File: config.mk
export PLATFORM = sky130hd
export DESIGN_NAME = fp_addsub_seq
export DESIGN_NICKNAME = d
export VERILOG_FILES = /design/src/rtl/fp_addsub_seq.sv
export SDC_FILE = /design/constraint.sdc
export NUM_CORES = 1
export LEC_CHECK = 0
export ABC_CLOCK_PERIOD_IN_PS = 8500
export CORE_MARGIN = 8
export CORE_UTILIZATION = 32
export DETAILED_ROUTE_END_ITERATION = 12
export PLACE_DENSITY_LB_ADDON = 0.25
export SETUP_SLACK_MARGIN = 0.02
export SYNTH_ARGS = -nofsm -noshare
export SYNTH_HDL_FRONTEND = slang
export SYNTH_SLANG_ARGS = --single-unit
File: constraint.sdc
create_clock -name clk -period 8.5 [get_ports clk]
set_input_delay 1.7 -clock clk [delete_from_list [all_inputs] [get_ports clk]]
set_output_delay 1.7 -clock clk [all_outputs]
set_load 0.02 [all_outputs]
File: src/rtl/fp_addsub_seq.sv
// fp_addsub_seq: multi-cycle IEEE-754-style add/subtract with start/busy/done handshake.
// Define FP_ADDSUB_ROUND_EN to enable round-to-nearest-even; otherwise results are truncated.
module fp_addsub_seq #(
    parameter int EXP_W = 8,
    parameter int MAN_W = 23
) (
    input  logic                   clk,
    input  logic                   rst,
    input  logic                   start,
    input  logic                   op,
    input  logic [EXP_W+MAN_W:0]   a,
    input  logic [EXP_W+MAN_W:0]   b,
    output logic                   busy,
    output logic                   done,
    output logic [EXP_W+MAN_W:0]   result
);

    localparam int W  = 1 + EXP_W + MAN_W;
    localparam int M4 = MAN_W + 4;

    localparam logic [2:0] ST_IDLE   = 3'd0;
    localparam logic [2:0] ST_UNPACK = 3'd1;
    localparam logic [2:0] ST_ALIGN  = 3'd2;
    localparam logic [2:0] ST_ADD    = 3'd3;
    localparam logic [2:0] ST_NORM   = 3'd4;
`ifdef FP_ADDSUB_ROUND_EN
    localparam logic [2:0] ST_ROUND  = 3'd5;
`endif
    localparam logic [2:0] ST_DONE   = 3'd6;

    localparam logic [EXP_W-1:0] EXP_ONES = {EXP_W{1'b1}};
    localparam logic [W-1:0] QNAN = {1'b0, EXP_ONES, 1'b1, {(MAN_W-1){1'b0}}};

    logic [2:0]       state_q, state_d;
    logic [W-1:0]     a_q, a_d, b_q, b_d, res_q, res_d;
    logic             sx_q, sx_d, sy_q, sy_d;
    logic [EXP_W-1:0] ex_q, ex_d, diff_q, diff_d;
    logic [M4:0]      mx_q, mx_d;
    logic [M4-1:0]    my_q, my_d;

    logic             sa, sb;
    logic [EXP_W-1:0] ea, eb;
    logic [MAN_W-1:0] fa, fb;
    logic             a_zero, b_zero, a_inf, b_inf, a_nan, b_nan;
    logic             swap;

    logic [M4-1:0]    sh_val, sh_mask;
    logic             sh_lost;
    logic [M4:0]      sum;
    logic [EXP_W-1:0] ex_inc, ex_dec;

    assign sa = a_q[W-1];
    assign sb = b_q[W-1];
    assign ea = a_q[W-2:MAN_W];
    assign eb = b_q[W-2:MAN_W];
    assign fa = a_q[MAN_W-1:0];
    assign fb = b_q[MAN_W-1:0];

    assign a_zero = (ea == '0);
    assign b_zero = (eb == '0);
    assign a_inf  = (ea == EXP_ONES) && (fa == '0);
    assign b_inf  = (eb == EXP_ONES) && (fb == '0);
    assign a_nan  = (ea == EXP_ONES) && (fa != '0);
    assign b_nan  = (eb == EXP_ONES) && (fb != '0);
    assign swap   = {eb, fb} > {ea, fa};

    // Bits shifted past the sticky position still count toward sticky.
    assign sh_val  = my_q >> diff_q;
    assign sh_mask = ~({M4{1'b1}} << diff_q);
    assign sh_lost = |(my_q & sh_mask);

    assign sum = (sx_q == sy_q) ?
                 ({1'b0, mx_q[M4-1:0]} + {1'b0, my_q}) :
                 ({1'b0, mx_q[M4-1:0]} - {1'b0, my_q});

    assign ex_inc = ex_q + EXP_W'(1);
    assign ex_dec = ex_q - EXP_W'(1);

`ifdef FP_ADDSUB_ROUND_EN
    logic             rnd_up;
    logic [MAN_W+1:0] rnd;
    assign rnd_up = mx_q[2] & (mx_q[1] | mx_q[0] | mx_q[3]);
    assign rnd    = {1'b0, mx_q[M4-1:3]} + (MAN_W+2)'(rnd_up);
`endif

    always_comb begin
        state_d = state_q;
        a_d     = a_q;
        b_d     = b_q;
        res_d   = res_q;
        sx_d    = sx_q;
        sy_d    = sy_q;
        ex_d    = ex_q;
        diff_d  = diff_q;
        mx_d    = mx_q;
        my_d    = my_q;
        case (state_q)
            ST_IDLE: begin
                if (start) begin
                    a_d     = a;
                    b_d     = {b[W-1] ^ op, b[W-2:0]};
                    state_d = ST_UNPACK;
                end
            end
            ST_UNPACK: begin
                state_d = ST_DONE;
                if (a_nan || b_nan || (a_inf && b_inf && (sa != sb))) begin
                    res_d = QNAN;
                end else if (a_inf) begin
                    res_d = a_q;
                end else if (b_inf) begin
                    res_d = b_q;
                end else if (a_zero && b_zero) begin
                    res_d = {sa & sb, {(W-1){1'b0}}};
                end else if (a_zero) begin
                    res_d = b_q;
                end else if (b_zero) begin
                    res_d = a_q;
                end else begin
                    sx_d    = swap ? sb : sa;
                    sy_d    = swap ? sa : sb;
                    ex_d    = swap ? eb : ea;
                    diff_d  = swap ? (eb - ea) : (ea - eb);
                    mx_d    = {2'b01, (swap ? fb : fa), 3'b000};
                    my_d    = {1'b1, (swap ? fa : fb), 3'b000};
                    state_d = ST_ALIGN;
                end
            end
            ST_ALIGN: begin
                if (int'(diff_q) >= MAN_W + 3) begin
                    my_d = {{(M4-1){1'b0}}, 1'b1};
                end else begin
                    my_d = sh_val | {{(M4-1){1'b0}}, sh_lost};
                end
                state_d = ST_ADD;
            end
            ST_ADD: begin
                mx_d = sum;
                if (sum == '0) begin
                    res_d   = '0;
                    state_d = ST_DONE;
                end else begin
                    state_d = ST_NORM;
                end
            end
            ST_NORM: begin
                if (mx_q[M4]) begin
                    mx_d = {1'b0, mx_q[M4:2], mx_q[1] | mx_q[0]};
                    ex_d = ex_inc;
                    if (ex_inc == EXP_ONES) begin
                        res_d   = {sx_q, EXP_ONES, {MAN_W{1'b0}}};
                        state_d = ST_DONE;
                    end
                end else if (!mx_q[M4-1]) begin
                    mx_d = {mx_q[M4-1:0], 1'b0};
                    ex_d = ex_dec;
                    if (ex_dec == '0) begin
                        res_d   = {sx_q, {(W-1){1'b0}}};
                        state_d = ST_DONE;
                    end
                end else begin
`ifdef FP_ADDSUB_ROUND_EN
                    state_d = ST_ROUND;
`else
                    res_d   = {sx_q, ex_q, mx_q[M4-2:3]};
                    state_d = ST_DONE;
`endif
                end
            end
`ifdef FP_ADDSUB_ROUND_EN
            ST_ROUND: begin
                if (rnd[MAN_W+1]) begin
                    if (ex_inc == EXP_ONES) begin
                        res_d = {sx_q, EXP_ONES, {MAN_W{1'b0}}};
                    end else begin
                        res_d = {sx_q, ex_inc, {MAN_W{1'b0}}};
                    end
                end else begin
                    res_d = {sx_q, ex_q, rnd[MAN_W-1:0]};
                end
                state_d = ST_DONE;
            end
`endif
            ST_DONE: begin
                state_d = ST_IDLE;
            end
            default: begin
                state_d = ST_IDLE;
            end
        endcase
    end

    always_ff @(posedge clk) begin
        if (rst) begin
            state_q <= ST_IDLE;
            a_q     <= '0;
            b_q     <= '0;
            res_q   <= '0;
            sx_q    <= 1'b0;
            sy_q    <= 1'b0;
            ex_q    <= '0;
            diff_q  <= '0;
            mx_q    <= '0;
            my_q    <= '0;
        end else begin
            state_q <= state_d;
            a_q     <= a_d;
            b_q     <= b_d;
            res_q   <= res_d;
            sx_q    <= sx_d;
            sy_q    <= sy_d;
            ex_q    <= ex_d;
            diff_q  <= diff_d;
            mx_q    <= mx_d;
            my_q    <= my_d;
        end
    end

    assign busy   = (state_q != ST_IDLE);
    assign done   = (state_q == ST_DONE);
    assign result = res_q;

endmodule

-- After elaboration in Yosys (flattened, before gate mapping)
Cells that the tools add are included.
W data, S select, Z words.
- flip-flop bits (word level): 172
- input bits: 68
- word-level logic and storage cells: 144
- add/subtract/negate cells: 6
- order comparisons: 2
- eq/ne operators: 22
- shift operators: 2
- muxes and demuxes: 58
- bitwise operators: 12
- reductions and logical operators: 31
- operators by type and width (cell ; number):
    $mux W32 ; 11
    $mux W27 ; 9
    $mux W28 ; 7
    $pmux W32 S3 ; 1
    $pmux W28 S3 ; 1
    $mux W8 ; 10
    $pmux W27 S2 ; 1
    $logic_not A23 Y1 ; 2
    $mux W23 ; 2
    $reduce_bool A23 Y1 ; 2
    $mux W3 ; 11
    $gt A31 B31 Y1 ; 1
    $add A27 B27 Y28 ; 1
    $logic_not A28 Y1 ; 1
    $sub A27 B27 Y28 ; 1
    $and A27 B27 Y27 ; 1
    $not A27 Y27 ; 1
    $or A27 B1 Y27 ; 1
    $reduce_or A27 Y1 ; 1
    $shl A27 B8 Y27 const A ; 1
    $shr A27 B8 Y27 ; 1
    $eq A8 B8 Y1 const B ; 3
    $logic_not A8 Y1 ; 3
    $reduce_and A7 Y1 ; 3
    other kinds (30) ; 57

-- Logic depth before layout (Yosys ltp)
Gate-level depths: netlist (run 1).
- depth in word-level cells: 9
- gate-level depth with buffers: 22

-- Worst setup path after synthesis (run 1)
Ideal clock, no wire load.
- path type: register to register
- from: register my_q[2]
- to: register res_q[22] (netlist: result[22])
- library setup time: 121 ps
- arrival time: 5169 ps
- required time: 8379 ps
- setup slack: 3210 ps
- stages on the path, launching flop included: 22
- buffers on the path: 4
- clock period less this slack: 5290 ps
- path through: dfxtp_1 buf_6 or4_4 or3_1 nor3_1 and2_1 nor2_1 xnor2_1 ha_1 clkbuf_1 nand4_1 or4_1 a311o_1 nand3_1 xor2_1 nor4_1 nand4_1 nor4_2 o21a_1 buf_4 buf_6 mux2_4
- cells in the longest elaborated chain, start to end: 5
- elaborated cells between the ends (all ways): 6
- classes of those cells: add/sub (2); eq/ne (1); mux (1); reduce/logical (2)
- RTL lines (item ; line ; text):
    from (decl) ; 39 ; logic [M4-1:0] my_q, my_d;
    from (signal assigned) ; 215 ; my_q <= my_d;
    $sub A27 B27 Y28 or $add A27 B27 Y28 (tied branches) ; 74, 73 ;
    $mux W28 * ; 72 ; assign sum = (sx_q == sy_q) ?
    $logic_not A28 Y1 * ; 139 ; if (sum == '0) begin
    $ne A2 B2 Y1 (no source line) * ; -- ;
    $reduce_and A5 Y1 (no source line) * ; -- ;
    to (signal assigned) ; 209 ; res_q <= res_d;
    to (decl) ; 35 ; logic [W-1:0] a_q, a_d, b_q, b_d, res_q, res_d;
Every way passes the cells marked *; elsewhere a longest branch is shown, timed or not.
A chain may end at the register's enable or synchronous reset.

-- Worst setup path in the final report (run 1)
- from: register my_q[2]
- to: register res_q[3] (netlist: result[3])
Same word-level chain as after synthesis.

==> impl_metrics.tcl, run 1 <==
set metrics [dict create \
    remaining_drc_errors 0 \
    diodes 0 \
    ctsResizeCount 0 \
    firstDrtPassIters 6 \
    finalMaxSlewViolations 0 \
    place_inst 2512 \
    root_buffer "clkbuf_16" \
    post_route_cells_drive_above_1_share 0.05533 \
    async_reset_ff_frac 0 \
    path_clk_slew_ns 0.08 \
    syn_area_per_cell_sq_um 7.262 \
    outcome "complete, no violations" \
    rows 77 \
    slew-limit-headroom 0.1801 \
    ys_dominant_reg_cell "dfxtp_1" \
    grt_pass1_wl_mm 86.03 \
    grtUsageTotal 0.2128 \
    ctsHoldBuffers 0 \
    worstPathRequired_ns 8.84 \
    wl_per_cell_um 21.99 \
    rsz0062_at_grt "no" \
    cts.sinks 172 \
    finalSetupTns_ns 0 \
    fin_crit_sh 0.7985 \
    rr_worst_depth 18 \
    io_buffers 101 \
    cts_tree "yes" \
    clock_latency_ns 0.46 \
    max_clock_freq_ghz 0.1473 \
    num_vias 15130 \
    ys_types 85 \
    drt_iter0_markers 1661 \
    setup_violations 0 \
    netlist_instances 1958 \
    syn_to_final_growth_pct 13.64 \
    worstHoldStart "result[30]$_SDFFE_PP0P_" \
    netlist_area_sq_um 14220 \
    floorplan.initialDensity 0.3230 \
    drt.antenna.violating_nets 0 \
    min_path_cells 2 \
    via_per_inst 5.948 \
    utilization 0.3670 \
    r2r_start "my_q[2]$_SDFFE_PP0P_" \
    post_cts_buffers 0 \
    critPathKind "reg2reg" \
    crit_arrival_ns 7.13 \
    final_cell_count_no_fill 2544 \
    min_period_ns 6.787 \
    fin_hold_ws_ns 0.4613 \
    hpwlAfterDp_mm 41.82 \
    gp_congestion 0.9662 \
    cp-end-kind "register" \
    grt_max_degree 70 \
    tightest_slew_ns 1.230 \
    worstHoldEndpoint "result[30]$_SDFFE_PP0P_" \
    wl_mm 55.95 \
    powerDensity_nw_per_um2 324.5 \
    core_area_sq_um 44030 \
    clockBufferDepth 2 \
    grt-ovfl-total 0 \
    grt_pass1_vias 14210 \
    antenna_found_initial 1 \
    cts_made_buffers 17 \
    synth-warning-count 0 \
    hold_viol_final 0 \
    finClkSkew_ns 0.01328 \
    crit_fanout 32 \
    ys_seq_area_frac 0.2421 \
    rrSetupSlack_ns 1.71 \
    io_pins 102 \
    synth_seq_cells 172 \
    power.leakage_nw 6.303 \
    peakVddDrop_uv 188.3 \
    hold_path_class "reg2reg" \
    htree_levels 4 \
    reg2reg_to "result[3]$_SDFFE_PP0P_" \
    syn-num-nets 2102 \
    synth-edff-count 0 \
    drv_cap 0 \
    worstSetupStartpointType "register" \
    die_x_um 226.8 \
    nets 2083 \
    power_mw 5.243 \
    fp.dieH_um 226.8 \
    fp.dieArea_sq_um 51440 \
]
kinds of logic (layout without fill, tap and decap cells):
family,Yosys count,count (layout),synth area share
AO/OA/AOI/OAI,648,648,0.2897
XOR/XNOR,59,59,0.03634
adder cells (fa/ha/maj),77,77,0.06916
buffers and inverters,241,235,0.06696
flip-flops,172,172,0.2421
multiplexers,107,107,0.08843
AND/OR/NAND/NOR,654,654,0.2072
how the worst max path moves through the flow:
stage	startpoint	to	slack [ns]
global route	my_q[2]$_SDFFE_PP0P_	result[1]$_SDFFE_PP0P_	1.28
global placement	my_q[2]$_SDFFE_PP0P_	result[1]$_SDFFE_PP0P_	1.96
floorplan	my_q[2]$_SDFFE_PP0P_	result[22]$_SDFFE_PP0P_	3.21
CTS	my_q[2]$_SDFFE_PP0P_	result[3]$_SDFFE_PP0P_	1.80
detailed placement	my_q[2]$_SDFFE_PP0P_	result[3]$_SDFFE_PP0P_	1.84
finish	my_q[2]$_SDFFE_PP0P_	result[3]$_SDFFE_PP0P_	1.71
placed cells by master (no fill, tap or decap), types with 8 or more instances in the layout:
cell type,synthesis,final
nor3_1,40,39
clkdlybuf4s50_1,0,100
a31oi_1,19,19
o21ai_0,125,125
o21a_1,10,10
ha_1,73,73
a311oi_1,9,9
a21oi_1,226,225
nand2b_1,8,8
and2_1,9,8
o31ai_1,12,12
xor2_1,27,27
a211oi_1,34,34
buf_4,2,21
nand3_1,46,46
a21o_1,25,25
o221ai_1,28,28
nand2_1,276,275
mux2i_1,78,78
a221oi_1,15,15
mux4_2,13,13
clkbuf_16,0,17
o211a_1,22,22
mux2_2,13,13
nand4_1,28,28
inv_1,82,81
nor2_1,165,163
nor4_1,25,25
dfxtp_1,172,171
nor2b_1,14,14
xnor2_1,32,31
o211ai_1,30,30
or3_1,11,11
a22oi_1,17,17
o22ai_1,30,30
sequential cells by signal, summed over array words and instances, names as in the netlist:
name,flops
diff_q,8
mx_q,28
my_q,27
ex_q,8
state_q,3
sy_q,1
a_q,32
result,32
b_q,32
sx_q,1
synthesized netlist by cell type, types with 32 or more instances:
master | instances | area share
ha_1 | 73 | 0.064
clkbuf_1 | 130 | 0.034
xnor2_1 | 32 | 0.020
nor2_1 | 165 | 0.044
mux2i_1 | 78 | 0.055
o21ai_0 | 125 | 0.044
nand3_1 | 46 | 0.016
a211oi_1 | 34 | 0.018
nor3_1 | 40 | 0.014
a21oi_1 | 226 | 0.080
dfxtp_1 | 172 | 0.24
inv_1 | 82 | 0.022
nand2_1 | 276 | 0.073
per-layer routing:
metal,vias up,part of all wire,GRT usage
li1,7119,-,-
met1,7142,0.45,0.2932
met2,746,0.44,0.3314
met3,122,0.076,0.03363
met4,2,0.033,0.07707
met5,-,0.00023,0
final cells by class:
type	instances	area, sq um
Fill cell	4692	27870
Multi-Input combinational cell	1545	9878
Sequential cell	172	3445
Timing Repair Buffer	121	1159
Tap cell	592	740.7
Clock buffer	17	425.4
Inverter	82	307.8
Clock inverter	15	203.9
worst max-delay path, stage by stage, from the launching register on:
cell	delay, ns
dfxtp_1	0.42
or4_4	0.62
or3_1	0.37
nor3_1	0.49
and2_1	0.28
nor2_1	0.07
xnor2_1	0.18
ha_1	0.45
nand4_1	0.29
or4_1	0.60
a311o_1	0.29
nand3_1	0.10
xor2_1	0.09
nor4_1	0.31
nand4_1	0.22
nor4_4	0.92
o21a_1	0.19
buf_4	0.40
mux2_1	0.37
report_power, final:
group	switching, mW	internal (mW)	leakage [nW]	total (mW)
Combinational	1.97	1.14	4.60	3.11
Sequential	0.345	0.959	1.41	1.30
Clock	0.400	0.426	0.301	0.827
Total	2.72	2.53	6.30	5.24
stage by stage:
stage,setup WS (ns),area (sq um)
2_1_floorplan,3.210,14220
3_3_place_gp,1.957,15530
3_5_place_dp,1.839,15530
4_1_cts,1.800,16160
5_1_grt,1.278,16160
6_report,1.713,16160
Power figures use the tool's default switching activity.
==> run 2, diff against run 1 <==
--- a/config.mk
+++ b/config.mk
@@ -5,7 +5,7 @@
 export SDC_FILE = /design/constraint.sdc
 export NUM_CORES = 1
 export LEC_CHECK = 0
-export ABC_CLOCK_PERIOD_IN_PS = 8500
+export ABC_CLOCK_PERIOD_IN_PS = 6300
 export CORE_MARGIN = 8
 export CORE_UTILIZATION = 32
 export DETAILED_ROUTE_END_ITERATION = 12
==> constraint.sdc (replaced) <==
create_clock -name clk -period 6.3 [get_ports clk]
set_input_delay 1.26 -clock clk [delete_from_list [all_inputs] [get_ports clk]]
set_output_delay 1.26 -clock clk [all_outputs]
set_load 0.02 [all_outputs]
==> run 2 against run 1 <==
Net effect:
- flip-flop and latch count unchanged
- die area unchanged
- critical endpoint is now result[31]$_SDFFE_PP0P_
- clock-buffer cell count stayed put
- critical path type unchanged
- sequential power grew 35%
- largest power group unchanged
==> impl_metrics.tcl, run 2 (same netlist as run 1, synthesis figures left out) <==
set metrics [dict create \
    outcome "complete, no violations" \
    remaining_drc_errors 0 \
    clockBufferDepth 2 \
    pwr-share-seq 0.247 \
    wl_per_cell_um 22.37 \
    drt.antenna.violating_nets 0 \
    wl_mm 57.08 \
    ctsHoldBuffers 0 \
    grt-ovfl-total 0 \
    hold_viol_final 0 \
    fp.dieH_um 226.8 \
    use_met2 0.3379 \
    grt_pass1_vias 14250 \
    crit_fanout 10 \
    finClkSkew_ns 0.01630 \
    grtUsageTotal 0.2190 \
    cts_tree "yes" \
    place_ws_ns 0.5270 \
    top_usage_layer "met2" \
    p_comb_frac 0.604 \
    fillers 4749 \
    cts.sinks 172 \
    htree_levels 4 \
    utilization 0.3672 \
    tightest_slew_ns 1.198 \
    max_clock_freq_ghz 0.1714 \
    core_area_sq_um 44030 \
    root_buffer "clkbuf_16" \
    slew-limit-headroom 0.2013 \
    post_route_cells_drive_above_1_share 0.05918 \
    powerDensity_nw_per_um2 436.9 \
    drt_iter0_markers 1720 \
    diodes 0 \
    finalSetupTns_ns 0 \
    crit_arrival_ns 6.21 \
    rr_worst_depth 19 \
    layout_common_cells "nand2_1 (275), a21oi_1 (225), dfxtp_1 (171)" \
    layout_commonest_cell "nand2_1" \
    worstPathRequired_ns 6.68 \
    path_clk_slew_ns 0.07 \
    fin_ws_ns 0.4673 \
    grtUsageMet3 0.03492 \
    hold_path_class "reg2reg" \
    cts_made_buffers 17 \
    clock_latency_ns 0.46 \
    grt_max_degree 74 \
    nets 2092 \
    grt_pass1_wl_mm 88.09 \
    rsz0062_at_grt "no" \
    antenna_found_initial 0 \
    cp-end-kind "register" \
    post_cts_buffers 0 \
    power.leakage_nw 6.327 \
    fp.dieArea_sq_um 51440 \
    fin_crit_sh 0.9258 \
    worstSetupStartpointType "register" \
    gp_congestion 0.9669 \
    firstDrtPassIters 6 \
    switching_power_mw 3.651 \
    pwr-share-clk 0.148 \
    min_path_cells 2 \
    ctsResizeCount 0 \
    p_int_mw 3.413 \
    peakVddDrop_uv 266.7 \
    finalMaxSlewViolations 0 \
    num_vias 15150 \
    min_period_ns 5.833 \
    hpwlAfterDp_mm 42.90 \
    rows 77 \
    via_per_inst 5.936 \
    setup_violations 0 \
    die_x_um 226.8 \
    io_buffers 101 \
    critPathKind "reg2reg" \
    io_pins 102 \
    switching_share 0.5168 \
    syn_to_final_growth_pct 13.70 \
    met1_usage 0.3030 \
    floorplan.initialDensity 0.3230 \
    drv_cap 0 \
]
## run 2: worst paths after layout
check                                               end                     from  slack [ns]
worst min-delay path            result[30]$_SDFFE_PP0P_  result[30]$_SDFFE_PP0P_        0.47
worst min register to register  result[30]$_SDFFE_PP0P_  result[30]$_SDFFE_PP0P_        0.47
worst max-delay path            result[31]$_SDFFE_PP0P_     my_q[2]$_SDFFE_PP0P_        0.47
worst max register to register  result[31]$_SDFFE_PP0P_     my_q[2]$_SDFFE_PP0P_        0.47
## run 2: per-stage QoR
stage	hold slack (ns)	power [mW]	instances	cell area, sq um
after global placement	0.4571	5.939	2521	15610
after floorplan	0.4715	4.584	1958	14220
after CTS	0.4730	6.986	2552	16170
after global routing	0.4956	7.519	2552	16170
final	0.4665	7.064	2552	16170
after detailed placement	0.4523	5.923	2521	15610
## run 2: layout make-up
cell class,instances,area [sq um],share of cell area
flip-flops and latches,172,3445,0.2130
multi-input cells,1545,9878,0.6110
repair buffers,130,1239,0.07661
well taps,592,740.7,0.04581
clock inverters,14,132.6,0.008203
clock buffers,17,425.4,0.02631
inverters,82,307.8,0.01904
## run 2: worst max-delay path, cell delays in order, from the launching register on
cell     delay, ns
dfxtp_1       0.40
or4_4         0.62
or3_1         0.37
nor3_1        0.20
buf_4         0.17
and2_1        0.21
nor2_1        0.07
xnor2_1       0.13
ha_1          0.43
nand4_1       0.29
or4_1         0.62
a311o_1       0.29
nand3_1       0.10
xor2_1        0.10
nor4_1        0.33
nand4_1       0.23
nor4_4        0.35
o21a_1        0.35
buf_4         0.28
mux2i_1       0.22
## run 2: power by group through the flow
stage / combinational [mW] / clock [mW] / sequential, mW
floorplan: 3.05 / 0 / 1.53
global route: 4.64 / 1.11 / 1.77
global placement: 4.19 / 0 / 1.75
finish: 4.27 / 1.05 / 1.75
detailed placement: 4.17 / 0 / 1.75
CTS: 4.19 / 1.06 / 1.73
## run 2: layer usage
layer  wire length [um]  vias to the layer above  share of wire
met4               1924                        0          0.034
li1                   -                     7119              -
met2              25220                      711           0.44
met1              25640                     7198           0.45
met3               4299                      120          0.075
met5                  0                        -              0
